## src/rtl/prog_loader_pkg.sv

```systemverilog
// rtl/prog_loader_pkg.sv - shared state encoding and default parameters for the program loader
package reflet_loader_pkg;

  localparam int          DEFAULT_DEPTH = 128;
  localparam logic [31:0] DEFAULT_MAGIC = 32'h4153524D;

  typedef logic [2:0] state_t;

  localparam state_t ST_IDLE  = 3'd0;
  localparam state_t ST_MAGIC = 3'd1;
  localparam state_t ST_LOAD  = 3'd2;
  localparam state_t ST_CLEAR = 3'd3;
  localparam state_t ST_DONE  = 3'd4;
  localparam state_t ST_ERROR = 3'd5;

  // Header byte 0 is the most significant byte of the magic word.
  function automatic logic [7:0] magic_byte(input logic [31:0] magic, input logic [1:0] idx);
    logic [7:0] b;
    case (idx)
      2'd0:    b = magic[31:24];
      2'd1:    b = magic[23:16];
      2'd2:    b = magic[15:8];
      default: b = magic[7:0];
    endcase
    return b;
  endfunction

endpackage

```

## src/rtl/prog_loader_if.sv

```systemverilog
// rtl/prog_loader_if.sv - byte-stream handshake between an image source and the loader
interface prog_loader_if;
  logic [7:0] in_data;
  logic       in_valid;
  logic       in_last;
  logic       in_ready;

  modport master (output in_data, output in_valid, output in_last, input in_ready);
  modport slave  (input in_data, input in_valid, input in_last, output in_ready);
endinterface

```

## src/rtl/prog_loader_ram.sv

```systemverilog
// rtl/prog_loader_ram.sv - program store: one write port, one registered read port, no reset
module prog_ram #(
  parameter int DEPTH = 128,
  parameter int AW    = $clog2(DEPTH)
) (
  input  logic          clk,
  input  logic          i_we,
  input  logic [AW-1:0] i_waddr,
  input  logic [7:0]    i_wdata,
  input  logic [AW-1:0] i_raddr,
  output logic [7:0]    o_rdata
);

  logic [7:0] r_mem [DEPTH];

  // Same-address read and write on one edge returns the previous contents.
  always_ff @(posedge clk) begin
    if (i_we) r_mem[i_waddr] <= i_wdata;
    o_rdata <= r_mem[i_raddr];
  end

endmodule

```

## src/rtl/prog_loader.sv

```systemverilog
// rtl/prog_loader.sv - validates the image header, streams the image into RAM and zero-fills the rest
module prog_loader
  import reflet_loader_pkg::*;
#(
  parameter int          DEPTH = DEFAULT_DEPTH,
  parameter logic [31:0] MAGIC = DEFAULT_MAGIC
) (
  input  logic                     clk,
  input  logic                     reset,
  input  logic                     load_start,
  prog_loader_if.slave             in_bus,
  input  logic                     enable_out,
  input  logic [$clog2(DEPTH)-1:0] addr,
  output logic [7:0]               dataOut,
  output logic                     loading,
  output logic                     done,
  output logic                     error
);

  localparam int            AW      = $clog2(DEPTH);
  localparam logic [AW-1:0] PTR_ONE = 1;
  localparam logic [AW-1:0] PTR_END = AW'(DEPTH - 1);

  state_t        r_state;
  logic [AW-1:0] r_wr_ptr;
  logic [1:0]    r_midx;

  logic          w_fire;
  logic          w_magic_ok;
  logic          w_ptr_end;
  logic          w_we;
  logic [7:0]    w_wdata;
  logic [7:0]    w_rdata;

  assign in_bus.in_ready = (r_state == ST_MAGIC) || (r_state == ST_LOAD);
  assign w_fire          = in_bus.in_valid && in_bus.in_ready;
  // A header byte flagged as last can never lead to a complete image.
  assign w_magic_ok      = (in_bus.in_data == magic_byte(MAGIC, r_midx)) && !in_bus.in_last;
  assign w_ptr_end       = (r_wr_ptr == PTR_END);

  assign w_we    = ((r_state == ST_MAGIC) && w_fire && w_magic_ok)
                || ((r_state == ST_LOAD) && w_fire)
                || (r_state == ST_CLEAR);
  assign w_wdata = (r_state == ST_CLEAR) ? 8'h00 : in_bus.in_data;

  always_ff @(posedge clk or negedge reset) begin
    if (!reset) begin
      r_state  <= ST_IDLE;
      r_wr_ptr <= '0;
      r_midx   <= 2'd0;
    end else begin
      case (r_state)
        ST_IDLE, ST_DONE, ST_ERROR: begin
          if (load_start) begin
            r_state  <= ST_MAGIC;
            r_wr_ptr <= '0;
            r_midx   <= 2'd0;
          end
        end
        ST_MAGIC: begin
          if (w_fire) begin
            if (w_magic_ok) begin
              r_wr_ptr <= r_wr_ptr + PTR_ONE;
              r_midx   <= r_midx + 2'd1;
              if (r_midx == 2'd3) r_state <= ST_LOAD;
            end else begin
              r_state <= ST_ERROR;
            end
          end
        end
        ST_LOAD: begin
          if (w_fire) begin
            // The final address ends the load regardless of in_last; the pointer never wraps.
            if (w_ptr_end) begin
              r_state <= ST_DONE;
            end else begin
              r_wr_ptr <= r_wr_ptr + PTR_ONE;
              if (in_bus.in_last) r_state <= ST_CLEAR;
            end
          end
        end
        ST_CLEAR: begin
          if (w_ptr_end) r_state  <= ST_DONE;
          else           r_wr_ptr <= r_wr_ptr + PTR_ONE;
        end
        default: r_state <= ST_IDLE;
      endcase
    end
  end

  prog_ram #(.DEPTH(DEPTH), .AW(AW)) u_ram (
    .clk     (clk),
    .i_we    (w_we),
    .i_waddr (r_wr_ptr),
    .i_wdata (w_wdata),
    .i_raddr (addr),
    .o_rdata (w_rdata)
  );

  assign loading = (r_state == ST_MAGIC) || (r_state == ST_LOAD) || (r_state == ST_CLEAR);
  assign done    = (r_state == ST_DONE);
  assign error   = (r_state == ST_ERROR);
  // RAM is never reset, so its contents stay hidden until a complete image is resident.
  assign dataOut = (enable_out && done) ? w_rdata : 8'h00;

endmodule

```

## src/flat_wrapper.sv

```systemverilog
// flat-port wrapper written by rule: the top's interface ports become plain ports
module prog_loader_flat import reflet_loader_pkg::*;
#(
  parameter int          DEPTH = DEFAULT_DEPTH,
  parameter logic [31:0] MAGIC = DEFAULT_MAGIC
)
  (clk, reset, load_start, enable_out, addr, dataOut, loading, done, error, in_bus_in_data, in_bus_in_valid, in_bus_in_last, in_bus_in_ready);
  prog_loader_if in_bus_i ();
  input  logic clk;
  input  logic reset;
  input  logic load_start;
  input  logic enable_out;
  input  logic [$clog2(DEPTH)-1:0] addr;
  output logic [7:0] dataOut;
  output logic loading;
  output logic done;
  output logic error;
  input wire logic [$bits(in_bus_i.in_data)-1:0] in_bus_in_data;
  input wire logic [$bits(in_bus_i.in_valid)-1:0] in_bus_in_valid;
  input wire logic [$bits(in_bus_i.in_last)-1:0] in_bus_in_last;
  output wire logic [$bits(in_bus_i.in_ready)-1:0] in_bus_in_ready;
  assign in_bus_i.in_data = in_bus_in_data;
  assign in_bus_i.in_valid = in_bus_in_valid;
  assign in_bus_i.in_last = in_bus_in_last;
  assign in_bus_in_ready = in_bus_i.in_ready;
  prog_loader #(.DEPTH(DEPTH), .MAGIC(MAGIC)) u_core (.clk(clk), .reset(reset), .load_start(load_start), .in_bus(in_bus_i), .enable_out(enable_out), .addr(addr), .dataOut(dataOut), .loading(loading), .done(done), .error(error));
endmodule
```

## config.mk

```make
export PLATFORM = sky130hd
export DESIGN_NAME = prog_loader_flat
export DESIGN_NICKNAME = d
export VERILOG_FILES = /design/src/rtl/prog_loader_pkg.sv /design/src/rtl/prog_loader_if.sv /design/src/rtl/prog_loader_ram.sv /design/src/rtl/prog_loader.sv /design/src/flat_wrapper.sv
export SDC_FILE = /design/constraint.sdc
export NUM_CORES = 1
export LEC_CHECK = 0
export ABC_AREA = 1
export BUFFER_PORTS_ARGS = -buffer_cell sky130_fd_sc_hd__buf_2
export CORE_UTILIZATION = 41
export CTS_BUF_LIST = sky130_fd_sc_hd__clkbuf_16
export DETAILED_ROUTE_END_ITERATION = 6
export GPL_TIMING_DRIVEN = 0
export PLACE_DENSITY = 0.53
export SETUP_SLACK_MARGIN = 0.4
export SLEW_MARGIN = 20
export SYNTH_ARGS = -nofsm -noshare
export SYNTH_HDL_FRONTEND = slang
export SYNTH_SLANG_ARGS = --single-unit
```

## constraint.sdc

```tcl
create_clock -name clk -period 11.2 [get_ports clk]
set_input_delay 1.12 -clock clk [delete_from_list [all_inputs] [get_ports clk]]
set_output_delay 1.12 -clock clk [all_outputs]
set_load 0.01 [all_outputs]
```

==> reports/results.tsv <==
metric	value	unit
start_util	41.4	%
wl_per_cell	25.3	microns
run_status	finished clean	
ir_drop	0.142	mV
hold_viol	0	
yosysMostFrequentCell	nand2_1	
cts_setup_buffers	0	
p_int	6450	uW
post-route-period-util	33.3	%
grt.overflow.total	0	
tns	0	ps
synth_edf_count	1024	
synth.area.top_cells	edfxtp_1, nand3_1, nand2_1	
pre_cts_ws	7160	ps
ant_nets	0	
rsz0062_at_grt	no	
power	8520	uW
critical_path_class	reg2reg	
dr.pass1.iters	6	
crit_fanout	10	
p_leak	0.0177	uW
h-tree-depth	3	
grt_max_degree	31	
slew_headroom	24.3	%
critPathArrivalTime	4040	ps
combPwrFrac	8.1	%
ys_async_sr_fraction	1.15	%
drc	0	
cts_tree	done	
rows	118	
synthTopCellsByCount	nand2_1, edfxtp_1, nand3_1, nor2_1, buf_2	
die_y	325	microns
cts_buffers	109	
fmax	268	MHz
hpwl	95.0	mm
final_area	49200	sq um
clk_latency	720	ps
routabilityCongestion	0.891	
post_cts_resized	0	
root_buffer	clkbuf_16	
die_w	325	microns
period_minus_slack	3730	ps
cts_buffer_depth	3	
io_pins	33	
stdcell_count	5367	
gr-usage-met2	39.6	%
areaGrowthSynthToFinish	14.8	%
top_usage_layer	met2	
startpoint_type	flop	
yosysTopAreaCellShare	71.7	%
swShare	24.3	%
drive_gt1_share	9.53	%
synth_warnings	0	
seq_power_share	50.7	%
netSwitchingPower	2070	uW
gr-usage-met1	35.8	%
setup_slack	7470	ps
drv_cap	0	
synth_cells	3715	
grt_pass1_wl	194	mm
hp-class	in2async	
syn_area	42900	sq um
dp_cells	5164	
maxSlewViolCount	0	
antenna_found_initial	8	
placedInstanceArea	45800	sq um
worst_slew_pin_slew	1130	ps
cts_num_sinks	1044	
wl	136	mm
clock_power_share	41.2	%
setup_violations	0	
use_met3	4.77	%
viasPerCell	5.45	
end_kind	flop	
vias	29300	
portBuffers	27	
crit_required	11510	ps
drtIter0Drc	3356	
synth_area_leader_cell	edfxtp_1	
nets	3919	
postSynthAreaPerCell	11.5	sq um
synthFlopType	edfxtp_1	
synthesis.nets	3739	
core	104000	sq um
grt_pass1_vias	27500	
dieArea	106000	sq um
synth_seq_area_share	72.8	%
ys_ff_latch	1044	
synth.distinct_cells	26	
hold_buffers	0	
grt_use_total	25.5	%
power_density	173	nW/um^2
clock_skew	29.0	ps
path_clk_slew	60	ps
==> power groups by stage <==
stage                     Sequential [uW]  Combinational, uW  Clock (uW)
final                                4310                693        3510
after global routing                 4320                747        3700
after CTS                            4310                689        3550
after detailed placement             4400                688           0
after global placement               4430                639           0
after floorplan                      4400                368           0
==> path summary, 6_finish.rpt <==
kind / slack [ps] / end / cells past startpoint / start
max in group asynchronous: 10650 / u_core.r_wr_ptr[5]$_DFFE_PN0P_ / 1 / reset
min: 320 / u_core.r_midx[0]$_DFFE_PN0P_ / 1 / reset
min reg2reg: 580 / u_core.r_midx[1]$_DFFE_PN0P_ / 2 / u_core.r_midx[1]$_DFFE_PN0P_
max: 7470 / u_core.u_ram.r_mem[101][1]$_DFFE_PP_ / 7 / u_core.r_state[1]$_DFFE_PN0P_
min in group clk: 580 / u_core.r_midx[1]$_DFFE_PN0P_ / 2 / u_core.r_midx[1]$_DFFE_PN0P_
max reg2reg: 7470 / u_core.u_ram.r_mem[101][1]$_DFFE_PP_ / 7 / u_core.r_state[1]$_DFFE_PN0P_
==> critical path: stages (launching register included) <==
cell and delay (ps):
dfrtp_1 490, inv_2 100, nor3_4 680, inv_2 180, nand3_4 300, nand3_4 330, buf_2 460, nor2_1 770
==> per-layer routing <==
layer,up-vias,routed length (microns)
met5,-,40
met4,6,4480
met3,219,11300
met2,1102,62000
met1,14500,58000
li1,13400,-
==> final cells by class <==
class                      instances  area (sq um)
fill                            9487         54400
sequential                      1044         31200
tap                             1380          1730
inverter                          56           210
buffer                           232          1060
clock buffer                     110          2750
clock inverter                    92           691
antenna                            1          2.50
timing repair buffer              69          1080
multi-input combinational       2383         10500
==> registers in the layout, summed over array words and instances (netlist names) <==
| register | flops |
|---|---|
| u_core.u_ram.r_mem | 1024 |
| u_core.u_ram.o_rdata | 8 |
| u_core.r_midx | 2 |
| u_core.r_wr_ptr | 7 |
| u_core.r_state | 3 |
==> cells in the final DEF (no fill, tap or decap), types with 5 or more instances in the layout <==
cell,count
nand2_1,1224
edfxtp_1,1024
nand3_1,945
buf_2,150
nor2_1,148
clkbuf_16,110
inv_1,84
clkbuf_1,76
buf_1,25
buf_12,21
clkinv_1,20
clkinv_2,19
buf_16,18
o21ai_0,15
dfrtp_1,12
nor3_1,11
nor2_4,9
nand3_4,9
bufinv_16,8
dfxtp_1,8
nor3_2,5
inv_2,5
buf_6,5
xor2_1,5
==> logic make-up (layout without fill, tap and decap cells) <==
family          Yosys count  count (layout)  synth area share, %
simple gates           2356            2356                 23.8
flops                  1044            1044                 72.8
buf+inv                 288             559                 2.96
compound gates           18              18                0.210
xor+xnor                  6               6                0.123
fa+ha+maj                 3               3               0.0876
other cells               0               1                    0
==> through the flow <==
step | utilization [%] | hold slack [ps]
floorplan | - | 534
global placement | 43.2 | 564
detailed placement | 44.1 | 568
CTS | 47.5 | 285
global route | 47.5 | 318
finish | 47.5 | 315
No activity file was read; power rests on OpenSTA's default activity.
